<file path="config.mk">
export PLATFORM = sky130hd
export DESIGN_NAME = alien_grid_flat
export DESIGN_NICKNAME = d
export VERILOG_FILES = /design/src/rtl/alien_grid_if.sv /design/src/rtl/alien_grid.sv /design/src/flat_wrapper.sv
export SDC_FILE = /design/constraint.sdc
export NUM_CORES = 1
export LEC_CHECK = 0
export CAP_MARGIN = 40
export CORE_MARGIN = 2
export CORE_UTILIZATION = 50
export CTS_CLUSTER_SIZE = 24
export DETAILED_ROUTE_END_ITERATION = 16
export PLACE_DENSITY = 0.87
export SETUP_SLACK_MARGIN = 0.3
export SYNTH_ARGS = -nofsm -noshare
export SYNTH_HDL_FRONTEND = slang
export SYNTH_SLANG_ARGS = --single-unit
</file>
<file path="constraint.sdc">
create_clock -name clk_36MHz -period 3.2 [get_ports clk_36MHz]
set_input_delay 0.64 -clock clk_36MHz [delete_from_list [all_inputs] [get_ports clk_36MHz]]
set_output_delay 0.64 -clock clk_36MHz [all_outputs]
set_load 0.03 [all_outputs]
</file>
<file path="src/rtl/alien_grid_if.sv">
// Bullet/collision link between the player bullet stage (master) and the alien grid (slave).
// bullet_flying qualifies bullet_x/bullet_y every cycle (no backpressure); hit is a one-cycle registered pulse that retires the bullet.
interface alien_grid_if;
   logic       bullet_flying;
   logic [4:0] bullet_x;
   logic [3:0] bullet_y;
   logic       hit;

   modport master (output bullet_flying, bullet_x, bullet_y, input hit);
   modport slave  (input bullet_flying, bullet_x, bullet_y, output hit);
endinterface

</file>
<file path="src/rtl/alien_grid.sv">
// Invader formation: alive bitmap, marching offsets, bullet collision, scoring,
// wave reload and landing detection. FSM state is exported on dbg_state_o.
module alien_grid #(
   parameter int ROWS        = 4,
   parameter int COLS        = 8,
   parameter int STEP_CYCLES = 18000000,
   parameter int LAND_ROW    = 12
) (
   input  logic                 clk_36MHz,
   input  logic                 reset,
   input  logic                 enable,
   alien_grid_if.slave          bus,
   output logic [ROWS*COLS-1:0] alive,
   output logic [4:0]           offset_x,
   output logic [3:0]           offset_y,
   output logic [7:0]           score,
   output logic                 wave_cleared,
   output logic                 game_over,
   output logic [1:0]           dbg_state_o
);
   localparam int N  = ROWS * COLS;
   localparam int CW = (STEP_CYCLES > 1) ? $clog2(STEP_CYCLES) : 1;

   localparam logic [1:0] S_MARCH   = 2'd0;
   localparam logic [1:0] S_CLEARED = 2'd1;
   localparam logic [1:0] S_OVER    = 2'd2;
   localparam logic DIR_RIGHT = 1'b0;
   localparam logic DIR_LEFT  = 1'b1;

   logic [1:0]    state_q, state_d;
   logic          dir_q, dir_d;
   logic [CW-1:0] cnt_q, cnt_d;
   logic [N-1:0]  alive_q, alive_d;
   logic [4:0]    ox_q, ox_d;
   logic [3:0]    oy_q, oy_d;
   logic [7:0]    score_q, score_d;
   logic          hit_q, hit_d;
   logic          wc_q, wc_d;
   logic          go_q, go_d;

   logic [COLS-1:0] col_any;
   logic [ROWS-1:0] row_any;
   logic [2:0]      cmin, cmax, rmax;
   logic [N-1:0]    kill;
   logic [5:0]      col_rel, right_edge, left_edge;
   logic [4:0]      row_rel;
   logic            step, land;

   always_comb begin
      col_any = '0;
      row_any = '0;
      for (int r = 0; r < ROWS; r++) begin
         for (int c = 0; c < COLS; c++) begin
            if (alive_q[r*COLS+c]) begin
               col_any[c] = 1'b1;
               row_any[r] = 1'b1;
            end
         end
      end
      cmin = '0;
      cmax = '0;
      rmax = '0;
      for (int c = COLS-1; c >= 0; c--) if (col_any[c]) cmin = 3'(c);
      for (int c = 0; c < COLS; c++)    if (col_any[c]) cmax = 3'(c);
      for (int r = 0; r < ROWS; r++)    if (row_any[r]) rmax = 3'(r);
   end

   // Two's-complement differences: a negative offset sets the top bit, so plain
   // equality against the small non-negative slot positions rejects it.
   assign col_rel = {1'b0, bus.bullet_x} - {1'b0, ox_q};
   assign row_rel = {1'b0, bus.bullet_y} - {1'b0, oy_q};

   always_comb begin
      kill = '0;
      for (int r = 0; r < ROWS; r++) begin
         for (int c = 0; c < COLS; c++) begin
            if (bus.bullet_flying && row_rel == 5'(r) && col_rel == 6'(2*c))
               kill[r*COLS+c] = alive_q[r*COLS+c];
         end
      end
   end

   assign right_edge = {1'b0, ox_q} + {2'b00, cmax, 1'b0};
   assign left_edge  = {1'b0, ox_q} + {2'b00, cmin, 1'b0};
   assign land       = ({1'b0, oy_q} + {2'b00, rmax}) >= 5'(LAND_ROW);
   assign step       = enable && (state_q != S_OVER) && (cnt_q == CW'(STEP_CYCLES-1));

   always_comb begin
      state_d = state_q;
      dir_d   = dir_q;
      cnt_d   = cnt_q;
      alive_d = alive_q;
      ox_d    = ox_q;
      oy_d    = oy_q;
      score_d = score_q;
      hit_d   = 1'b0;
      wc_d    = wc_q;
      go_d    = go_q;

      if (enable && state_q != S_OVER) cnt_d = step ? '0 : cnt_q + CW'(1);

      case (state_q)
         S_MARCH: begin
            if (alive_q == '0) begin
               state_d = S_CLEARED;
               wc_d    = 1'b1;
            end else begin
               if (kill != '0) begin
                  alive_d = alive_q & ~kill;
                  hit_d   = 1'b1;
                  if (score_q != 8'hFF) score_d = score_q + 8'd1;
               end
               if (step) begin
                  if (dir_q == DIR_RIGHT) begin
                     if (right_edge == 6'd31) begin
                        if (oy_q != 4'hF) oy_d = oy_q + 4'd1;
                        dir_d = DIR_LEFT;
                     end else if (ox_q != 5'd31) begin
                        ox_d = ox_q + 5'd1;
                     end
                  end else begin
                     if (left_edge == 6'd0) begin
                        if (oy_q != 4'hF) oy_d = oy_q + 4'd1;
                        dir_d = DIR_RIGHT;
                     end else if (ox_q != 5'd0) begin
                        ox_d = ox_q - 5'd1;
                     end
                  end
               end
               if (land) begin
                  state_d = S_OVER;
                  go_d    = 1'b1;
               end
            end
         end
         S_CLEARED: begin
            if (step) begin
               alive_d = '1;
               ox_d    = '0;
               oy_d    = '0;
               dir_d   = DIR_RIGHT;
               wc_d    = 1'b0;
               state_d = S_MARCH;
            end
         end
         default: ;
      endcase
   end

   always_ff @(posedge clk_36MHz) begin
      if (!reset) begin
         state_q <= S_MARCH;
         dir_q   <= DIR_RIGHT;
         cnt_q   <= '0;
         alive_q <= '1;
         ox_q    <= '0;
         oy_q    <= '0;
         score_q <= '0;
         hit_q   <= 1'b0;
         wc_q    <= 1'b0;
         go_q    <= 1'b0;
      end else begin
         state_q <= state_d;
         dir_q   <= dir_d;
         cnt_q   <= cnt_d;
         alive_q <= alive_d;
         ox_q    <= ox_d;
         oy_q    <= oy_d;
         score_q <= score_d;
         hit_q   <= hit_d;
         wc_q    <= wc_d;
         go_q    <= go_d;
      end
   end

   assign bus.hit      = hit_q;
   assign alive        = alive_q;
   assign offset_x     = ox_q;
   assign offset_y     = oy_q;
   assign score        = score_q;
   assign wave_cleared = wc_q;
   assign game_over    = go_q;
   assign dbg_state_o  = state_q;
endmodule

</file>
<file path="src/flat_wrapper.sv">
// flat-port wrapper written by rule: the top's interface ports become plain ports
module alien_grid_flat 
#(
   parameter int ROWS        = 4,
   parameter int COLS        = 8,
   parameter int STEP_CYCLES = 18000000,
   parameter int LAND_ROW    = 12
)
  (clk_36MHz, reset, enable, alive, offset_x, offset_y, score, wave_cleared, game_over, dbg_state_o, bus_bullet_flying, bus_bullet_x, bus_bullet_y, bus_hit);
  alien_grid_if bus_i ();
  input  logic clk_36MHz;
  input  logic reset;
  input  logic enable;
  output logic [ROWS*COLS-1:0] alive;
  output logic [4:0] offset_x;
  output logic [3:0] offset_y;
  output logic [7:0] score;
  output logic wave_cleared;
  output logic game_over;
  output logic [1:0] dbg_state_o;
  input wire logic [$bits(bus_i.bullet_flying)-1:0] bus_bullet_flying;
  input wire logic [$bits(bus_i.bullet_x)-1:0] bus_bullet_x;
  input wire logic [$bits(bus_i.bullet_y)-1:0] bus_bullet_y;
  output wire logic [$bits(bus_i.hit)-1:0] bus_hit;
  assign bus_i.bullet_flying = bus_bullet_flying;
  assign bus_i.bullet_x = bus_bullet_x;
  assign bus_i.bullet_y = bus_bullet_y;
  assign bus_hit = bus_i.hit;
  alien_grid #(.ROWS(ROWS), .COLS(COLS), .STEP_CYCLES(STEP_CYCLES), .LAND_ROW(LAND_ROW)) u_core (.clk_36MHz(clk_36MHz), .reset(reset), .enable(enable), .bus(bus_i), .alive(alive), .offset_x(offset_x), .offset_y(offset_y), .score(score), .wave_cleared(wave_cleared), .game_over(game_over), .dbg_state_o(dbg_state_o));
endmodule
</file>
After elaboration in Yosys (flattened, before gate mapping)
Index checks and enable logic that the tools add are counted.

Register bits after elaboration: 80. Latch bits: 0. Bits in writable memories: 0. Bits in read-only memories: 0. Logic and storage cells: 252. Memories kept: 0.

Add/sub/neg operators: 10. Multipliers: 0. Divide/modulo/power cells: 0. Order comparisons: 1. Eq/ne operators: 29. Shift-type cells: 0. Muxes and demuxes: 142. Bitwise operators: 5. Reduce and logical (&&, ||, !) cells: 55.

Operators with widths (count): $mux 1 (98); $mux 32 (3); $pmux 32 s2 (1); $mux 5 (8); $logic_and 1x1->1 (38); $mux 3 (12); $and 32x32->32 (1); $logic_not 32->1 (1); $not 32->32 (1); $reduce_bool 32->1 (1); $mux 4 (7); $add 25x1->25 const B (1); $eq 25x25->1 const B (1); $mux 25 (1); $eq 6x4->1 const B (4); $mux 2 (7); $add 5x4->6 (2); $eq 6x3->1 const B (2); $logic_not 6->1 (2); $reduce_and 4->1 (3); $eq 5x2->1 const B (2); $pmux 5 s2 (1); $ne 3x1->1 const B (3); $ne 3x3->1 const B (3); other kinds (30) (39).

Longest topological paths before layout
Depth in word-level cells: 19. Mapped depth: 16. Gate-level depth less buffers: 16.

Worst setup path after synthesis
Ideal clock, no wire load.

Path kind: reg-to-reg. Start: register u_core.alive_q[4] (netlist: u_core.alive[4]). End: register u_core.oy_q[3] (netlist: u_core.offset_y[3]). Data arrival time: 3.484 ns. Path slack: -0.354 ns. Stages on the path, launching flop included: 16. Path buffers: 0. Cell sequence: dfxtp_1 > or4_1 > o21ai_0 > nand2_1 > a21boi_0 > ha_1 > inv_1 > fa_1 > a211oi_1 > mux2i_1 > or3_1 > o311ai_0 > a21o_1 > nand2_2 > or3_1 > a21oi_1.

Word-level cells in the longest chain between the ends: 13. Elaborated cells on any way between the ends: 22.

RTL lines: from (decl) (line alien_grid.sv:33) `logic [N-1:0] alive_q, alive_d;`; from (signal assigned) (line alien_grid.sv:166) `alive_q <= alive_d;`; $mux 1 (4 in series) (line alien_grid.sv:54) `if (alive_q[r*COLS+c]) begin`; $mux 3 (5 in series) (line alien_grid.sv:63) `for (int c = COLS-1; c >= 0; c--) if (col_any[c]) cmin = 3'(c);`; $add 5x4->6 (line alien_grid.sv:84) `assign left_edge = {1'b0, ox_q} + {2'b00, cmin, 1'b0};`; $logic_not 6->1 (line alien_grid.sv:122) `if (left_edge == 6'd0) begin`; $ne 3x3->1 (no source line); $reduce_and 6->1 (no source line) *; to (signal assigned) (line alien_grid.sv:168) `oy_q <= oy_d;`; to (decl) (line alien_grid.sv:35) `logic [3:0] oy_q, oy_d;`.

Mark *: on every way between the ends. The rest lies on a longest branch, timed or not. A chain may end at the register's enable or synchronous reset.

Final worst setup path
Start: register u_core.alive_q[20] (netlist: u_core.alive[20]). End: register u_core.ox_q[3] (netlist: u_core.offset_x[3]).

Word-level cells in the longest chain between the ends: 11. Elaborated cells on any way between the ends: 20.

RTL lines: $mux 1 (2 in series) (line alien_grid.sv:54); $mux 3 (5 in series) (line alien_grid.sv:63); $add 5x4->6 (line alien_grid.sv:84); $logic_not 6->1 (line alien_grid.sv:122); $ne 3x3->1 (no source line); $reduce_and 8->1 (no source line) *; to (signal assigned) (line alien_grid.sv:156) `ox_q <= '0;`; to (signal assigned) (line alien_grid.sv:167) `ox_q <= ox_d;`; to (decl) (line alien_grid.sv:34) `logic [4:0] ox_q, ox_d;`.

Marks and branches as above.

==> results <==
- In this run the number of H-tree levels came out at 3.
- The die is just over 100 um tall.
- The hold-critical path depth is 1.
- The total half-perimeter wirelength after legalization and detailed placement is about 12 mm.
- The initial utilization of the core area, before any placement, comes to 0.508.
- The path type of the worst setup path is register to register.
- The top fanout value on the critical path is 4.
- In the post-synthesis netlist, the biggest area contributors are sky130_fd_sc_hd__dfxtp_1 (33%), sky130_fd_sc_hd__nor2_1 (6.4%), sky130_fd_sc_hd__ha_1 (5.9%), sky130_fd_sc_hd__a21oi_1 (4.8%), sky130_fd_sc_hd__mux2i_1 (4.3%).
- The total routed wirelength is ~17 mm.
- The number of sinks handled by clock tree synthesis is 80.
- The floorplan row count is 36.
- The CTS root buffer is sky130_fd_sc_hd__clkbuf_8.
- The number of remaining DRC errors is 0.
- The cell with the most instances after synthesis is sky130_fd_sc_hd__nor2_1.
- The routed layout has 5364 vias.
- Setup repair after global routing could not meet its margin everywhere.
- After synthesis, the mean cell area works out to between 8 and 9 um^2.
- After filler insertion, the fill cell instance count of the layout stands at between 600 and 700.
- The maximum clock rate is 286 MHz.
- The setup-violating endpoint count in the final report is 9.
- The average routed wire per standard cell is 18.2 um.
- The highest ir drop seen on vdd is roughly 0.00026 V.
- The cell type contributing the most total cell area after synthesis is sky130_fd_sc_hd__dfxtp_1.
- In the synthesized netlist, the number of instances is between 500 and 600.
- The post-synthesis sequential element count is 80.
- between 60 and 70 I/O pins were placed.
- The share of total power dissipated in the clock network is 0.400.
- At the placement stage, the worst setup path has a slack of -701 ps.
- The count of routing violations after the opening detailed-route iteration is 271.
- The first global-routing pass estimated 25.8 mm of wire.
- The die covers 0.0106 mm^2.
- The required time reported for the critical path endpoint is 3490 ps.
- The share of the synthesized area in the top cell type is 0.327.
- The hold violation total from the final report is 0.
- The final period utilization is 1.09.
- For this design the total switching power over the nets is 0.505 mW.
- After detailed routing, the number of vias per cell comes to around 6.
- The CTS buffer count is 9.
- The count of port buffers added during placement is 66.
- The multi-input logic area is around 0.0035 mm^2.
- The run finished, with violations left.
- The class of the tightest hold or removal check is register to register.
- The shortest period the worst path allows is 3500 ps.
- The design internal power is 1.55 mW.
- For the worst-skew pair, the clock arrives at the later sink with an insertion delay of 360 ps.
- For this design the ratio of total power to cell area is 281 mW/mm^2.
- The initial antenna violation count is 0.
- The clock transition at the registers of the reported paths is approximately 90 ps.
- Routability-driven placement finished with a final weighted congestion of 0.973.
- In the global route stage, overall resource usage came out at 0.312.
- The sequential group share of total power is 0.485.
- The total overflow left after global routing is 0.
- In this run the deepest clock path goes through 2 buffers.
- Entering global routing, the biggest net connects 36 pins.
- The antenna diode count is 0.
- STA classifies the critical path endpoint as a register.
- For this run, the leading register cell type out of synthesis is sky130_fd_sc_hd__dfxtp_1.
- The ratio of cells with drive above 1 in the final layout is 0.319.
- For this run, the post-layout net count is approximately 820.
- The count of cell types in the netlist is 70.
- The register area share after synthesis is 0.327.
- The final worst-path setup slack is -299 ps.
- The static leakage is around 2.8 nW.
- Clock skew on the completed layout was measured at ~16 ps.
- From synthesis to final layout, the design area changed by 49.6%.
- Of all flip-flops after synthesis, the portion carrying an async set or reset was 0.
- The number of synthesized flops with an enable pin is 0.
- By count the netlist is led by sky130_fd_sc_hd__nor2_1 (83), sky130_fd_sc_hd__dfxtp_1 (80), sky130_fd_sc_hd__nand2_1 (50), sky130_fd_sc_hd__a21oi_1 (47).
- The number of nets handed over by synthesis was 635.
- For the worst setup path, the data arrival time is approximately 3800 ps.
- The share of total power dissipated in combinational logic is 0.116.
- The post-synth design cell area is 0.00490 mm^2.
- The total of warnings raised by yosys is 0.
- The tightest hold path in the finished design has a slack of slightly below 500 ps.
- In this run the remaining antenna-violating nets after routing total 0.
- The worst max-slew margin expressed relative to the limit is 0.442.
- The clock tree from TritonCTS is done.
- The pre-antenna-repair detailed-routing pass consisted of 7 iterations.
- The sort of element at the start of the critical path is a register.
- Of the total power, the share spent switching nets is 0.245.
- The max-slew violation total from the final report is 0.
- Measured in cells, the most critical reg-to-reg path has a length of 14.
- The die outline width is between 100 and 150 um.
- The number of global-route vias before repair came to roughly 5400.
- For the pin with the worst max-slew slack, the measured transition is between 800 and 900 ps.
- The final reports fail on setup timing.
- The sequential cells in the finished layout cover a total of roughly 0.0016 mm^2.
- In this run the standard cell core region covers 0.00964 mm^2.
- The number of maximum-capacitance violations is 0.
[cells in the final DEF, fill, tap and decap left out, drive strengths merged, types with 3 or more instances in the layout]
cell type      instances
or4                    9
nand3                 17
o21a                   3
dfxtp                 80
nor2b                  7
o31ai                  3
a31oi                  8
xor2                  15
a21oi                 49
fa                     5
nor3                  12
mux2i                 21
nand2b                13
and4                   3
a21o                   4
nor4                  22
nand2                 53
o21ai                 13
or3                   11
inv                   23
nand4                 18
and3                   5
ha                    23
clkbuf                12
buf                  136
a21boi                15
a211oi                 3
and2                   3
xnor2                 17
clkdlybuf4s50         60
nor2                  84
clkinv                 4
[cell type report]
class | instances | share of cell area
multi-input cells | 468 | 0.473
flip-flops and latches | 80 | 0.221
clock buffers | 11 | 0.0179
repair buffers | 199 | 0.242
clock inverters | 5 | 0.0113
well taps | 133 | 0.0227
inverters | 24 | 0.0126
[state kept, by name, indices dropped and copies added (netlist names)]
| register | cells |
|---|---|
| u_core.offset_x | 5 |
| u_core.score | 8 |
| u_core.offset_y | 4 |
| u_core.game_over | 1 |
| u_core.dbg_state_o | 2 |
| u_core.cnt_q | 25 |
| u_core.dir_q | 1 |
| u_core.wave_cleared | 1 |
| u_core.alive | 32 |
| u_core.bus.hit | 1 |
[worst paths after layout]
kind / start / slack [ps] / to
max: u_core.alive[20] / -300 / u_core.offset_x[3]
min: u_core.game_over / 480 / u_core.game_over
max reg2reg: u_core.alive[20] / -300 / u_core.offset_x[3]
min reg2reg: u_core.game_over / 480 / u_core.game_over
[stage by stage]
stage | area, um^2 | total power [mW] | cells | util | setup TNS [ps]
6_report | 7330 | 2.06 | 920 | 0.760 | -2210
2_1_floorplan | 5070 | 1.14 | 594 | - | -109
5_1_grt | 7330 | 2.13 | 920 | 0.760 | -4010
3_5_place_dp | 6610 | 1.23 | 880 | 0.686 | -26680
4_1_cts | 7180 | 2.06 | 914 | 0.744 | -1430
3_3_place_gp | 6610 | 1.23 | 880 | 0.686 | -23670
[repair_timing]
action | CTS | global route
endpoints found under the setup margin | 50 | 52
hold buffers | 0 | 0
pin swaps | 30 | 19
gates resized for setup | 69 | 19
buffers inserted | 18 | 6
[cell families after synthesis]
family | synth area share
fa+ha+maj | 0.0792
simple gates | 0.279
flops | 0.327
mux | 0.0475
compound gates | 0.167
xor+xnor | 0.0572
buf+inv | 0.0432
[power by group through the flow]
stage	Clock [mW]	Combinational, mW	Sequential [mW]
after floorplan	0	0.118	1.02
after global placement	0	0.205	1.02
after detailed placement	0	0.211	1.02
after CTS	0.831	0.229	0.997
after global routing	0.874	0.254	0.998
final	0.823	0.238	0.997
[critical path, stage by stage (launching register included)]
cell                       delay, ps
sky130_fd_sc_hd__dfxtp_4         350
sky130_fd_sc_hd__or4_4           570
sky130_fd_sc_hd__buf_4           170
sky130_fd_sc_hd__nor3_2          150
sky130_fd_sc_hd__o21bai_1        120
sky130_fd_sc_hd__buf_4           150
sky130_fd_sc_hd__fa_2            390
sky130_fd_sc_hd__mux2i_1         190
sky130_fd_sc_hd__or3_4           180
sky130_fd_sc_hd__o31ai_2          70
sky130_fd_sc_hd__o31ai_2         280
sky130_fd_sc_hd__nand2_1         160
sky130_fd_sc_hd__buf_6           160
sky130_fd_sc_hd__or3_1           340
sky130_fd_sc_hd__a21boi_1        140
[routing by layer]
layer | routed length [um] | vias to the layer above | share of wire | track usage
met2 | 8430 | 226 | 0.50 | 0.541
met5 | 0 | - | 0 | 0
met4 | 641 | 0 | 0.038 | 0.142
met3 | 978 | 68 | 0.058 | 0.0549
met1 | 6700 | 2562 | 0.40 | 0.375
li1 | - | 2508 | - | -
No activity file was read; power rests on OpenSTA's default activity.
